**config.mk**
```make
export PLATFORM = sky130hd
export DESIGN_NAME = simmem_release_scheduler_flat
export DESIGN_NICKNAME = d
export VERILOG_FILES = /design/src/rtl/simmem_pkg.sv /design/src/rtl/simmem_release_scheduler_if.sv /design/src/rtl/simmem_rr_arbiter.sv /design/src/rtl/simmem_release_scheduler.sv /design/src/flat_wrapper.sv
export SDC_FILE = /design/constraint.sdc
export NUM_CORES = 1
export LEC_CHECK = 0
export BUFFER_PORTS_ARGS = -buffer_cell sky130_fd_sc_hd__buf_2
export CAP_MARGIN = 20
export CELL_PAD_IN_SITES_DETAIL_PLACEMENT = 1
export CELL_PAD_IN_SITES_GLOBAL_PLACEMENT = 1
export CORE_AREA = 2 2 136 138
export CTS_CLUSTER_DIAMETER = 40
export DETAILED_ROUTE_END_ITERATION = 12
export DIE_AREA = 0 0 138 140
export PLACE_DENSITY = 0.73
export SYNTH_ARGS = -nofsm -noshare
export SYNTH_HDL_FRONTEND = slang
export SYNTH_SLANG_ARGS = --single-unit
```
**constraint.sdc**
```tcl
create_clock -name clk_i -period 5.8 [get_ports clk_i]
set_input_delay 0.58 -clock clk_i [delete_from_list [all_inputs] [get_ports clk_i]]
set_output_delay 0.58 -clock clk_i [all_outputs]
set_load 0.01 [all_outputs]
```
**src/rtl/simmem_pkg.sv**
```systemverilog
// Shared constants and types for the simulated-memory write-response release scheduler.
package simmem_pkg;

    localparam int unsigned NumSlots    = 8;
    localparam int unsigned DelayWidth  = 6;
    localparam int unsigned SlotIdWidth = $clog2(NumSlots);
    localparam int unsigned OccWidth    = SlotIdWidth + 1;
    localparam int unsigned StallWidth  = 16;

    typedef enum logic [1:0] {
        SLOT_IDLE,
        SLOT_COUNTING,
        SLOT_EXPIRED
    } slot_state_e;

    typedef logic [SlotIdWidth-1:0] slot_id_t;
    typedef logic [DelayWidth-1:0]  delay_t;
    typedef logic [NumSlots-1:0]    slot_vec_t;
    typedef logic [OccWidth-1:0]    occ_t;

endpackage

```
**src/rtl/simmem_release_scheduler_if.sv**
```systemverilog
// Entry and release handshake bundle between the response bank and the release scheduler.
// stall_cnt_o exists only when SIMMEM_SCHED_STATS_EN is defined.
interface simmem_release_scheduler_if;
    import simmem_pkg::*;

    logic      entry_valid_i;
    logic      entry_ready_o;
    slot_id_t  entry_slot_i;
    delay_t    entry_delay_i;
    logic      release_valid_o;
    logic      release_ready_i;
    slot_id_t  release_slot_o;
    slot_vec_t release_onehot_o;
    slot_vec_t expired_o;
    occ_t      occupancy_o;
`ifdef SIMMEM_SCHED_STATS_EN
    logic [StallWidth-1:0] stall_cnt_o;
`endif

    modport master (
`ifdef SIMMEM_SCHED_STATS_EN
        input  stall_cnt_o,
`endif
        output entry_valid_i, entry_slot_i, entry_delay_i, release_ready_i,
        input  entry_ready_o, release_valid_o, release_slot_o, release_onehot_o,
               expired_o, occupancy_o
    );

    modport slave (
`ifdef SIMMEM_SCHED_STATS_EN
        output stall_cnt_o,
`endif
        input  entry_valid_i, entry_slot_i, entry_delay_i, release_ready_i,
        output entry_ready_o, release_valid_o, release_slot_o, release_onehot_o,
               expired_o, occupancy_o
    );

endinterface

```
**src/rtl/simmem_rr_arbiter.sv**
```systemverilog
// Combinational round-robin picker: first requester at or after ptr_i, wrapping.
module simmem_rr_arbiter
    import simmem_pkg::*;
(
    input  slot_vec_t req_i,
    input  slot_id_t  ptr_i,
    output slot_vec_t gnt_onehot_c,
    output slot_id_t  gnt_idx_c,
    output logic      gnt_valid_c
);

    int unsigned idx;

    always_comb begin
        gnt_onehot_c = '0;
        gnt_idx_c    = '0;
        gnt_valid_c  = 1'b0;
        idx          = 0;
        for (int unsigned i = 0; i < NumSlots; i++) begin
            idx = 32'(ptr_i) + i;
            if (idx >= NumSlots) begin
                idx = idx - NumSlots;
            end
            if (!gnt_valid_c && req_i[SlotIdWidth'(idx)]) begin
                gnt_valid_c                       = 1'b1;
                gnt_idx_c                         = SlotIdWidth'(idx);
                gnt_onehot_c[SlotIdWidth'(idx)]   = 1'b1;
            end
        end
    end

endmodule

```
**src/rtl/simmem_release_scheduler.sv**
```systemverilog
// Delays buffered write responses per slot, then offers expired slots round-robin.
// Optional stall counter enabled by SIMMEM_SCHED_STATS_EN.
module simmem_release_scheduler
    import simmem_pkg::*;
(
    input logic                       clk_i,
    input logic                       rst_i,
    simmem_release_scheduler_if.slave bus
);

    slot_state_e state_q [NumSlots];
    slot_state_e state_d [NumSlots];
    delay_t      cnt_q   [NumSlots];
    delay_t      cnt_d   [NumSlots];
    slot_id_t    ptr_q, ptr_d;
    logic        lock_q, lock_d;
    slot_id_t    lock_slot_q, lock_slot_d;
    occ_t        occ_q, occ_d;

    slot_vec_t   expired_vec;
    slot_vec_t   arb_onehot;
    slot_id_t    arb_idx;
    logic        arb_valid;
    logic        rel_valid;
    slot_id_t    rel_slot;
    slot_vec_t   rel_onehot;
    logic        accept;
    logic        release_hs;

    always_comb begin
        for (int unsigned i = 0; i < NumSlots; i++) begin
            expired_vec[i] = (state_q[i] == SLOT_EXPIRED);
        end
    end

    simmem_rr_arbiter u_arb (
        .req_i        (expired_vec),
        .ptr_i        (ptr_q),
        .gnt_onehot_c (arb_onehot),
        .gnt_idx_c    (arb_idx),
        .gnt_valid_c  (arb_valid)
    );

    // A live offer is frozen in lock_slot_q until its handshake.
    always_comb begin
        rel_valid  = lock_q | arb_valid;
        rel_slot   = lock_q ? lock_slot_q : arb_idx;
        rel_onehot = arb_onehot;
        if (lock_q) begin
            rel_onehot              = '0;
            rel_onehot[lock_slot_q] = 1'b1;
        end
        accept     = bus.entry_valid_i && (state_q[bus.entry_slot_i] == SLOT_IDLE);
        release_hs = rel_valid && bus.release_ready_i;
    end

    always_comb begin
        state_d     = state_q;
        cnt_d       = cnt_q;
        lock_d      = lock_q;
        lock_slot_d = lock_slot_q;
        ptr_d       = ptr_q;
        occ_d       = occ_q;

        for (int unsigned i = 0; i < NumSlots; i++) begin
            case (state_q[i])
                SLOT_IDLE: begin
                    if (accept && (bus.entry_slot_i == SlotIdWidth'(i))) begin
                        if (bus.entry_delay_i == '0) begin
                            state_d[i] = SLOT_EXPIRED;
                        end else begin
                            state_d[i] = SLOT_COUNTING;
                            cnt_d[i]   = bus.entry_delay_i;
                        end
                    end
                end
                SLOT_COUNTING: begin
                    cnt_d[i] = cnt_q[i] - delay_t'(1);
                    if (cnt_q[i] == delay_t'(1)) begin
                        state_d[i] = SLOT_EXPIRED;
                    end
                end
                SLOT_EXPIRED: begin
                    if (release_hs && (rel_slot == SlotIdWidth'(i))) begin
                        state_d[i] = SLOT_IDLE;
                    end
                end
                default: state_d[i] = SLOT_IDLE;
            endcase
        end

        if (release_hs) begin
            lock_d = 1'b0;
            ptr_d  = (rel_slot == SlotIdWidth'(NumSlots - 1)) ? '0 : rel_slot + slot_id_t'(1);
        end else if (rel_valid) begin
            lock_d      = 1'b1;
            lock_slot_d = rel_slot;
        end

        case ({accept, release_hs})
            2'b10:   occ_d = occ_q + occ_t'(1);
            2'b01:   occ_d = occ_q - occ_t'(1);
            default: occ_d = occ_q;
        endcase
    end

    always_ff @(posedge clk_i) begin
        if (rst_i) begin
            state_q     <= '{default: SLOT_IDLE};
            cnt_q       <= '{default: '0};
            ptr_q       <= '0;
            lock_q      <= 1'b0;
            lock_slot_q <= '0;
            occ_q       <= '0;
        end else begin
            state_q     <= state_d;
            cnt_q       <= cnt_d;
            ptr_q       <= ptr_d;
            lock_q      <= lock_d;
            lock_slot_q <= lock_slot_d;
            occ_q       <= occ_d;
        end
    end

`ifdef SIMMEM_SCHED_STATS_EN
    logic [StallWidth-1:0] stall_q, stall_d;

    always_comb begin
        stall_d = stall_q;
        if (rel_valid && !bus.release_ready_i && (stall_q != '1)) begin
            stall_d = stall_q + StallWidth'(1);
        end
    end

    always_ff @(posedge clk_i) begin
        if (rst_i) begin
            stall_q <= '0;
        end else begin
            stall_q <= stall_d;
        end
    end

    assign bus.stall_cnt_o = stall_q;
`endif

    assign bus.entry_ready_o    = (state_q[bus.entry_slot_i] == SLOT_IDLE);
    assign bus.release_valid_o  = rel_valid;
    assign bus.release_slot_o   = rel_slot;
    assign bus.release_onehot_o = rel_onehot;
    assign bus.expired_o        = expired_vec;
    assign bus.occupancy_o      = occ_q;

endmodule

```
**src/flat_wrapper.sv**
```systemverilog
// flat-port wrapper written by rule: the top's interface ports become plain ports
module simmem_release_scheduler_flat import simmem_pkg::*;
  (clk_i, rst_i, bus_entry_valid_i, bus_entry_slot_i, bus_entry_delay_i, bus_release_ready_i, bus_entry_ready_o, bus_release_valid_o, bus_release_slot_o, bus_release_onehot_o, bus_expired_o, bus_occupancy_o);
  simmem_release_scheduler_if bus_i ();
  input logic clk_i;
  input logic rst_i;
  input wire logic [$bits(bus_i.entry_valid_i)-1:0] bus_entry_valid_i;
  input wire logic [$bits(bus_i.entry_slot_i)-1:0] bus_entry_slot_i;
  input wire logic [$bits(bus_i.entry_delay_i)-1:0] bus_entry_delay_i;
  input wire logic [$bits(bus_i.release_ready_i)-1:0] bus_release_ready_i;
  output wire logic [$bits(bus_i.entry_ready_o)-1:0] bus_entry_ready_o;
  output wire logic [$bits(bus_i.release_valid_o)-1:0] bus_release_valid_o;
  output wire logic [$bits(bus_i.release_slot_o)-1:0] bus_release_slot_o;
  output wire logic [$bits(bus_i.release_onehot_o)-1:0] bus_release_onehot_o;
  output wire logic [$bits(bus_i.expired_o)-1:0] bus_expired_o;
  output wire logic [$bits(bus_i.occupancy_o)-1:0] bus_occupancy_o;
  assign bus_i.entry_valid_i = bus_entry_valid_i;
  assign bus_i.entry_slot_i = bus_entry_slot_i;
  assign bus_i.entry_delay_i = bus_entry_delay_i;
  assign bus_i.release_ready_i = bus_release_ready_i;
  assign bus_entry_ready_o = bus_i.entry_ready_o;
  assign bus_release_valid_o = bus_i.release_valid_o;
  assign bus_release_slot_o = bus_i.release_slot_o;
  assign bus_release_onehot_o = bus_i.release_onehot_o;
  assign bus_expired_o = bus_i.expired_o;
  assign bus_occupancy_o = bus_i.occupancy_o;
  simmem_release_scheduler u_core (.clk_i(clk_i), .rst_i(rst_i), .bus(bus_i));
endmodule
```
==> results of run 1 <==
-- power by group --
part	switching, W	internal [W]	leakage, nW
Clock	0.000220	0.000297	0.132
Combinational	0.000824	0.000532	1.85
Sequential	0.000115	0.000590	0.610
Total	0.00116	0.00142	2.60
-- stage by stage --
step           cell area [sq um]  hold WS, ns  std cells  worst slack [ns]
2_1_floorplan               6120        0.444        771              1.69
3_3_place_gp                6430        0.465        999              1.46
3_5_place_dp                6430        0.474        999              1.35
4_1_cts                     6690        0.485       1014              1.33
5_1_grt                     6690        0.519       1014             0.999
6_report                    6690        0.484       1014              1.33
-- placed cells by master (no fill, tap or decap), types with 10 or more instances in the layout --
cell	n
or3_1	10
nand2_1	58
o21ai_0	29
a31oi_1	12
inv_1	42
nor2_1	91
dfxtp_1	75
a21oi_1	69
ha_1	30
mux2i_1	12
mux4_2	12
nor3_1	28
a222oi_1	10
a211oi_1	21
buf_2	37
nand3_1	21
a221oi_1	13
-- final cells by class --
class | instances | area, sq um
Clock buffer | 12 | 246
Clock inverter | 3 | 15.0
Fill cell | 2221 | 11100
Inverter | 52 | 198
Multi-Input combinational cell | 600 | 4210
Sequential cell | 75 | 1500
Tap cell | 229 | 287
Timing Repair Buffer | 43 | 230
-- flip-flops by register name (all words and copies together) (netlist names) --
signal	cells
u_core.lock_q	1
u_core.bus.occupancy_o	4
u_core.state_q	16
u_core.ptr_q	3
u_core.cnt_q	48
u_core.lock_slot_q	3
-- routing by layer --
| layer | up-vias | share of wire [%] | track usage [%] |
|---|---|---|---|
| li1 | 2913 | - | - |
| met3 | 25 | 4.2 | 2.77 |
| met1 | 2957 | 46 | 27.0 |
| met2 | 134 | 48 | 34.4 |
| met5 | - | 0 | 0 |
| met4 | 0 | 1.8 | 6.93 |
-- path summary, 6_finish.rpt --
path | endpoint | slack, ns
hold / removal | u_core.cnt_q[29]$_SDFFE_PP0P_ | 0.48
setup reg to reg | u_core.bus.occupancy_o[3]$_SDFFE_PP0P_ | 1.33
setup / recovery | u_core.bus.occupancy_o[3]$_SDFFE_PP0P_ | 1.33
hold reg to reg | u_core.cnt_q[29]$_SDFFE_PP0P_ | 0.48
-- logic make-up after synthesis --
group	after synthesis	synth area share, %
mux	37	10.1
compound gates	232	26.6
flops	75	24.5
simple gates	291	24.4
xor+xnor	9	1.29
buf+inv	96	6.67
fa+ha+maj	31	6.46
-- tightest hold or removal path, delay by kind of cell, from the launching register on --
family          cells  cell delay [ns]
simple gates        1             0.07
flops               1             0.32
compound gates      1             0.05
==> impl_metrics.csv, run 1 <==
group,metric,value,unit
status,status,"complete, no violations",
logic_synthesis,syn_inst,771,
power_and_ir_drop,peakVddDrop,0.240,mV
setup_path,crit_start,"u_core.ptr_q[1]$_SDFFE_PP0P_",
route,routed_wl,19.6,mm
sta,finalCriticalPeriod,4.47,ns
floorplan,ioPinCount,38,
logic_synthesis,yosysTopAreaCellShare,24.5,%
cts,postCtsSetupRepairBufs,0,
sta,rsz0062_at_grt,"false",
floorplan,core.rowCount,49,
logic_synthesis,synthDistinctLibCells,87,
hold_path,holdPathStages,2,
cts,root_buffer,"clkbuf_16",
cts,cts.sinks,75,
setup_path,cp_max_fo,11,
logic_synthesis,synth_top_cells_by_count,"nor2_1 (91), dfxtp_1 (75), a21oi_1 (69), nand2_1 (58), inv_1 (42)",
finish,finalNetCount,825,
cts,clockBufferDepth,2,
floorplan,dieArea,19300,sq um
power_and_ir_drop,power-per-cell-area,385,nW/um^2
placement,place_congestion,0.890,
finish,final_util,37.6,%
route,antenna_left,0,
grt,antenna_found_initial,0,
route,wl_per_cell,19.3,um
logic_synthesis,yosysMostFrequentCell,"nor2_1",
setup_path,worstSetupStartpointType,"register",
logic_synthesis,ys_seq_elements,75,
sta,fmax,223,MHz
logic_synthesis,syn_area_per_cell,7.94,sq um
setup_path,path_common_cell,"ha_1",
power_and_ir_drop,finalPower,0.00258,W
setup_path,cp.buffers_inverters,3,
cts,hold_buffers,0,
setup_path,r2r-start,"u_core.ptr_q[1]$_SDFFE_PP0P_",
logic_synthesis,async_reset_ff_share,0,%
setup_path,crit_type,"reg -> reg",
grt,grt_pass1_wl,32.3,mm
logic_synthesis,synth_area,6120,sq um
grt,track_usage,20.4,%
finish,drive_gt1_share,13.4,%
setup_path,reg2reg_depth,14,
finish,syn_to_final_growth,9.28,%
floorplan,die_x,138,um
cts,insertion_delay,0.35,ns
hold_path,hold_start,"u_core.cnt_q[29]$_SDFFE_PP0P_",
sta,maxSlewViolCount,0,
sta,fin_skew,0.00882,ns
route,drc,0,
route,drt_iter0_drc,381,
setup_path,required,6.06,ns
logic_synthesis,seq_area_frac_synth,24.5,%
route,vias,6029,
placement,port_buffers,37,
setup_path,crit_path_top_delay_cell,"mux4_2",
finish,num_antenna_cells,0,
floorplan,start_util,34.4,%
floorplan,core-area,17800,sq um
cts,htreeDepth,3,
hold_path,min_path_type,"reg -> reg",
sta,setup_viol,0,
cts,cts.clk_slew.worst_paths,0.06,ns
cts,cts_tree,"built",
logic_synthesis,yosysTopAreaCell,"dfxtp_1",
setup_path,cp.depth,14,
power_and_ir_drop,p_leak,2.60,nW
sta,period_share,77.2,%
grt,grt_max_degree,77,
setup_path,cp-end-kind,"register",
sta,finalSetupTns,0,ns
logic_synthesis,ys.flop_type,"dfxtp_1",
setup_path,crit_chain,"inv_1 -> ha_1 -> inv_2 -> mux4_2 -> nor4b_2 -> a31o_2 -> inv_2 -> ha_1 -> ha_1 -> a21o_1 -> a21oi_1 -> xnor2_1 -> or3_1 -> a21oi_1",
cts,cts_resized,0,
grt,grt-ovfl-total,0,
sta,slew_headroom,34.4,%
logic_synthesis,netlist_top_cells_area,"dfxtp_1 (25%), ha_1 (6.1%), a21oi_1 (5.6%)",
setup_path,critPathTopFamily,"adder cells",
logic_synthesis,yosys_warnings,0,
route,via_per_inst,5.95,
placement,hpwl,14.5,mm
cts,cts_buffers,9,
setup_path,cpPeakStageDelay,0.56,ns
logic_synthesis,synth_edf_count,0,
run,drv_cap,0,
floorplan,fp.dieH,140,um
sta,worst_pin_slew,0.982,ns
route,first_pass_iters,5,
setup_path,arrival,4.74,ns
grt,grt_pass1_vias,5995,
sta,hold_violations,0,
logic_synthesis,synth.net_count,815,
No activity file was read; power rests on OpenSTA's default activity.
==> run 2: changes to the inputs <==
Clock period 5.8 ns to 4.2 ns, I/O delays scaled along.
==> run 2 against run 1 <==
  * Cell count increased by 2.0%
  * Critical endpoint is now bus_release_onehot_o[0]
  * Combinational power up 49%
  * Total power grew 46%
  * Die area stayed put
  * Register-to-register slack got worse by 1.0 ns
  * Largest power group unchanged
  * Sequential share of layout area down 0.62 points
  * Wire length increased by 2.9%
  * Sequential cell count did not move
  * Design area increased by 2.8%
  * Hold slack got worse by 0.0034 ns
  * Clock power rose by 56%
  * Utilization increased by 1.1 points
==> impl_metrics.csv, run 2 (same netlist as run 1, synthesis figures left out) <==
group,metric,value,unit
route,drc,0,
finish,finalNonFillerCells,1034,
setup_path,reg2reg_depth,14,
placement,hpwl,15.1,mm
setup_path,arrival,3.51,ns
grt,track_usage,21.0,%
floorplan,start_util,34.4,%
route,via_per_inst,6.07,
finish,final_util,38.7,%
setup_path,rr_endpoint,"u_core.bus.occupancy_o[3]$_SDFFE_PP0P_",
floorplan,core.rowCount,49,
sta,worst_pin_slew,0.848,ns
floorplan,fp.dieH,140,um
cts,cts_buffers,9,
run,drv_cap,0,
floorplan,dieArea,19300,sq um
placement,place_ws,0.279,ns
grt,grt_pass1_vias,6191,
finish,drive_gt1_share,15.7,%
status,status,"complete, no violations",
sta,period_share,93.5,%
placement,place_congestion,0.892,
setup_path,crit_end,"bus_release_onehot_o[0]",
sta,rsz0062_at_grt,"false",
cts,cts_tree,"built",
finish,layout_commonest_cell,"nor2_1",
grt,antenna_found_initial,0,
finish,nFillCells,2178,
hold_path,min_path_type,"reg -> reg",
grt,grt-ovfl-total,0,
cts,hold_buffers,0,
power_and_ir_drop,p_leak,2.71,nW
sta,finalSetupTns,0,ns
sta,fin_skew,0.00883,ns
finish,num_antenna_cells,0,
route,drt_iter0_drc,402,
floorplan,ioPinCount,38,
cts,root_buffer,"clkbuf_16",
finish,finalNetCount,844,
cts,insertion_delay,0.35,ns
placement,dp_cells,1018,
grt,grt_pass1_wl,33.2,mm
sta,finalCriticalPeriod,3.93,ns
setup_path,crit_start,"u_core.state_q[12]$_SDFFE_PP0P_",
cts,cts.sinks,75,
setup_path,cp_max_fo,10,
finish,syn_to_final_growth,12.4,%
sta,worst_slack,0.271,ns
route,wl_per_cell,19.5,um
setup_path,r2r-start,"u_core.ptr_q[0]$_SDFFE_PP0P_",
power_and_ir_drop,power-per-cell-area,547,nW/um^2
route,first_pass_iters,7,
cts,clockBufferDepth,2,
placement,port_buffers,37,
finish,layout_common_cells,"nor2_1 (91), dfxtp_1 (75), a21oi_1 (69)",
setup_path,reg2reg_slack,0.30,ns
floorplan,die_x,138,um
grt,grt_max_degree,40,
sta,maxSlewViolCount,0,
finish,largest_register,"u_core.cnt_q",
route,routed_wl,20.2,mm
route,antenna_left,0,
sta,hold_violations,0,
floorplan,core-area,17800,sq um
route,vias,6278,
cts,htreeDepth,3,
power_and_ir_drop,peakVddDrop,0.268,mV
setup_path,worstSetupStartpointType,"register",
sta,slew_headroom,43.5,%
setup_path,cp-end-kind,"output pin",
finish,largest_reg_flops,48,
setup_path,required,3.78,ns
setup_path,crit_type,"reg -> out",
sta,setup_viol,0,
cts,cts.clk_slew.worst_paths,0.06,ns
sta,fmax,255,MHz
## run 2: worst min-delay path by stage
stage                                       start                             to  slack (ns)  cells after the start
finish              u_core.cnt_q[29]$_SDFFE_PP0P_  u_core.cnt_q[29]$_SDFFE_PP0P_        0.48                      2
global route                 bus_entry_delay_i[4]  u_core.cnt_q[22]$_SDFFE_PP0P_        0.52                      3
CTS                 u_core.cnt_q[29]$_SDFFE_PP0P_  u_core.cnt_q[29]$_SDFFE_PP0P_        0.48                      2
detailed placement  u_core.cnt_q[29]$_SDFFE_PP0P_  u_core.cnt_q[29]$_SDFFE_PP0P_        0.47                      2
global placement    u_core.cnt_q[29]$_SDFFE_PP0P_  u_core.cnt_q[29]$_SDFFE_PP0P_        0.46                      2
floorplan           u_core.cnt_q[29]$_SDFFE_PP0P_  u_core.cnt_q[29]$_SDFFE_PP0P_        0.44                      2
## run 2: routing by layer
layer,up-vias,GRT usage [%],routed length (um)
met5,-,0,0
met1,3094,27.5,9200
met2,191,34.3,9510
met4,0,9.40,580
met3,40,3.18,897
li1,2953,-,-
## run 2: power by group
group / internal, W / leakage (nW) / switching [W] / total (W)
Clock: 0.000491 / 0.153 / 0.000312 / 0.000803
Sequential: 0.000815 / 0.610 / 0.000122 / 0.000937
Combinational: 0.000800 / 1.95 / 0.00122 / 0.00202
Total: 0.00211 / 2.71 / 0.00166 / 0.00376
## run 2: per-stage QoR
stage | power [W] | cell area, sq um | hold WS [ns]
after global placement | 0.00291 | 6570 | 0.463
after detailed placement | 0.00294 | 6570 | 0.470
after floorplan | 0.00231 | 6120 | 0.444
after CTS | 0.00377 | 6870 | 0.478
after global routing | 0.00403 | 6880 | 0.516
final | 0.00376 | 6880 | 0.481
## run 2: critical path, cell delays in order, from the launching register on
cell       delay [ns]
dfxtp_1          0.50
or2b_1           0.23
inv_2            0.10
mux4_1           0.64
or3_1            0.40
a2111oi_4        0.41
buf_4            0.21
a22oi_1          0.11
a31o_1           0.23
o32ai_1          0.14
buf_2            0.19
## run 2: timing repair
| item | CTS | global route |
|---|---|---|
| setup buffers | 0 | 0 |
| hold endpoints to repair | 0 | 0 |
| setup endpoints to repair | 0 | 1 |
| resized for setup | 0 | 1 |
## run 2: final cells by class
| class | count | area [sq um] | share of cell area [%] |
|---|---|---|---|
| multi-input combinational | 600 | 4210 | 61.2 |
| sequential | 75 | 1500 | 21.8 |
| timing repair buffer | 62 | 373 | 5.42 |
| tap | 229 | 287 | 4.17 |
| clock buffer | 12 | 256 | 3.73 |
| inverter | 52 | 200 | 2.91 |
| clock inverter | 4 | 48.8 | 0.710 |
==> run 3: changes to the inputs <==
Settings changed: CORE_AREA 2 2 136 138 to 2 2 134 136, DIE_AREA 0 0 138 140 to 0 0 136 138, SYNTH_HIERARCHICAL set to 1.
==> run 3 against run 2 <==
  * Critical path depth is 2 higher
  * Largest cell class unchanged
  * Clock power down 0.6%
  * First-iteration DRC count down 23%
  * Wire length is 5.3% lower
  * Non-clock buffer count fell by 1
  * Critical path type unchanged
  * Via count decreased by 5.5%
  * Utilization up 0.39 points
==> impl_metrics.csv, run 3 <==
group,metric,value,unit
status,status,"complete, no violations",
logic_synthesis,yosys_warnings,6,
logic_synthesis,yosysTopAreaCellShare,25.4,%
power_and_ir_drop,p_leak,2.61,nW
cts,clockBufferDepth,2,
logic_synthesis,seq_area_frac_synth,25.4,%
cts,insertion_delay,0.35,ns
logic_synthesis,yosysTopAreaCell,"dfxtp_1",
power_and_ir_drop,switchingPower,0.000554,W
logic_synthesis,synth.net_count,795,
grt,grt_pass1_vias,5979,
floorplan,dieArea,18800,sq um
grt,grt_pass1_wl,31.3,mm
placement,place_congestion,0.834,
cts,cts.clk_slew.worst_paths,0.06,ns
floorplan,ioPinCount,38,
finish,drive_gt1_share,17.4,%
sta,period_share,96.5,%
logic_synthesis,ys_seq_elements,75,
finish,largest_reg_flops,48,
finish,layout_commonest_cell,"dfxtp_1",
logic_synthesis,syn_inst,751,
grt,grt-ovfl-total,0,
floorplan,core-area,17500,sq um
route,wl_per_cell,18.8,um
cts,htreeDepth,3,
route,drc,0,
sta,whs,0.304,ns
sta,finalSetupTns,0,ns
finish,layout_common_cells,"dfxtp_1 (74), nor2_1 (73), nand2_1 (63)",
route,routed_wl,19.1,mm
hold_path,min_path_type,"in -> reg",
setup_path,crit_type,"reg -> out",
placement,place_ws,0.119,ns
cts,hold_buffers,0,
power_and_ir_drop,power.share.combinational,17.4,%
sta,maxSlewViolCount,0,
setup_path,required,3.78,ns
placement,port_buffers,37,
logic_synthesis,netlist_top_cells_area,"dfxtp_1 (25%), ha_1 (6.6%), nor2_1 (4.7%)",
cts,root_buffer,"clkbuf_16",
sta,fmax,247,MHz
grt,antenna_found_initial,0,
finish,nFillCells,2203,
route,drt_iter0_drc,311,
power_and_ir_drop,finalPower,0.00192,W
setup_path,arrival,3.63,ns
setup_path,cp-end-kind,"output pin",
route,via_per_inst,5.83,
cts,cts_buffers,9,
logic_synthesis,async_reset_ff_share,0,%
grt,grt_max_degree,46,
sta,slew_headroom,36.3,%
power_and_ir_drop,power-per-cell-area,281,nW/um^2
logic_synthesis,synth_edf_count,0,
grt,track_usage,20.6,%
finish,finalNetCount,829,
logic_synthesis,syn_area_per_cell,7.88,sq um
sta,worst_slack,0.145,ns
sta,fin_skew,0.00799,ns
floorplan,fp.dieH,138,um
route,first_pass_iters,5,
logic_synthesis,synthDistinctLibCells,69,
cts,cts_tree,"built",
route,vias,5933,
logic_synthesis,ys.flop_type,"dfxtp_1",
power_and_ir_drop,peakVddDrop,0.260,mV
power_and_ir_drop,p_int,0.00137,W
floorplan,core.rowCount,49,
power_and_ir_drop,swShare,28.8,%
sta,worst_pin_slew,0.942,ns
run,drv_cap,0,
setup_path,worstSetupStartpointType,"register",
logic_synthesis,yosysMostFrequentCell,"dfxtp_1",
finish,largest_register,"u_core/cnt_q",
power_and_ir_drop,clkPwrFrac,41.5,%
finish,num_antenna_cells,0,
logic_synthesis,synth_top_cells_by_count,"dfxtp_1 (75), nor2_1 (74), nand2_1 (63), a21oi_1 (49), inv_1 (38)",
sta,setup_viol,0,
floorplan,die_x,136,um
power_and_ir_drop,seq_power_share,41.0,%
floorplan,start_util,33.7,%
logic_synthesis,synth_area,5920,sq um
setup_path,cp_max_fo,6,
cts,cts.sinks,75,
finish,syn_to_final_growth,15.8,%
route,antenna_left,0,
placement,hpwl,14.0,mm
sta,hold_violations,0,
sta,finalCriticalPeriod,4.05,ns
## run 3: changes by cell type after synthesis, moves of 10 or more
cell	change
nor2_1	-17
a21oi_1	-20
a222oi_1	-10
nand3_1	+16
o21ai_0	-10
mux2i_1	+12
a31oi_1	+13
nor2b_1	+13
## run 3: cell type report
| cell class | instances | area, sq um | share of cell area (%) |
|---|---|---|---|
| Clock buffer | 13 | 260 | 3.80 |
| Clock inverter | 2 | 35.0 | 0.511 |
| Inverter | 39 | 150 | 2.19 |
| Multi-Input combinational cell | 599 | 4250 | 62.0 |
| Sequential cell | 75 | 1500 | 21.9 |
| Tap cell | 229 | 287 | 4.18 |
| Timing Repair Buffer | 61 | 365 | 5.33 |
## run 3: kinds of logic after synthesis
kind of cell             share of synthesized area, %
adder cells (fa/ha/maj)                          6.56
AO/OA/AOI/OAI                                    22.2
multiplexers                                     11.4
AND/OR/NAND/NOR                                  26.6
XOR/XNOR                                         2.81
buffers and inverters                            5.12
flip-flops                                       25.4
## run 3: repair_timing
item / CTS / global route
resized for setup: 1 / 11
pin swaps: 0 / 1
buffers inserted: 0 / 8
hold endpoints to repair: 0 / 0
endpoints found under the setup margin: 2 / 13
## run 3: layer usage
layer / GRT usage (%) / up-vias / part of all wire (%)
met5: 0 / - / 0
met4: 5.26 / 0 / 1.0
met3: 3.59 / 16 / 3.3
met2: 33.4 / 92 / 48
met1: 28.2 / 2969 / 47
li1: - / 2856 / -
## run 3: power by group through the flow
stage | logic [W] | clock network [W] | registers, W
after floorplan | 0.000248 | 0 | 0.000793
after global placement | 0.000327 | 0 | 0.000802
after detailed placement | 0.000332 | 0 | 0.000803
after CTS | 0.000335 | 0.000820 | 0.000788
after global routing | 0.000377 | 0.000851 | 0.000795
final | 0.000335 | 0.000798 | 0.000789
## run 3: path summary, 6_finish.rpt
| path | from | end | slack (ns) | depth (start not counted) |
|---|---|---|---|---|
| hold reg to reg | u_core/cnt_q[40]$_SDFFE_PP0P_ | u_core/cnt_q[40]$_SDFFE_PP0P_ | 0.46 | 2 |
| setup reg to reg | u_core/ptr_q[0]$_SDFFE_PP0P_ | u_core/bus.occupancy_o[2]$_SDFFE_PP0P_ | 0.21 | 14 |
| setup / recovery | u_core/ptr_q[1]$_SDFFE_PP0P_ | bus_release_slot_o[2] | 0.15 | 12 |
| hold / removal | bus_release_ready_i | u_core/lock_q$_SDFFE_PP0N_ | 0.30 | 2 |
## run 3: critical path, cell delays in order, from the launching register on
cell        delay, ns
dfxtp_2          0.35
clkinvlp_4       0.16
ha_4             0.35
mux4_2           0.61
mux2_2           0.36
nor4_4           0.33
nand3_1          0.15
o21ai_1          0.21
a21o_1           0.14
inv_1            0.05
o21a_2           0.24
inv_1            0.14
buf_2            0.19
## run 3: through the flow
stage,cells,utilization [%],instance area (sq um)
5_1_grt,1018,39.1,6850
6_report,1018,39.1,6850
4_1_cts,1010,38.5,6750
3_3_place_gp,995,36.8,6450
2_1_floorplan,751,-,6050
3_5_place_dp,995,36.8,6450
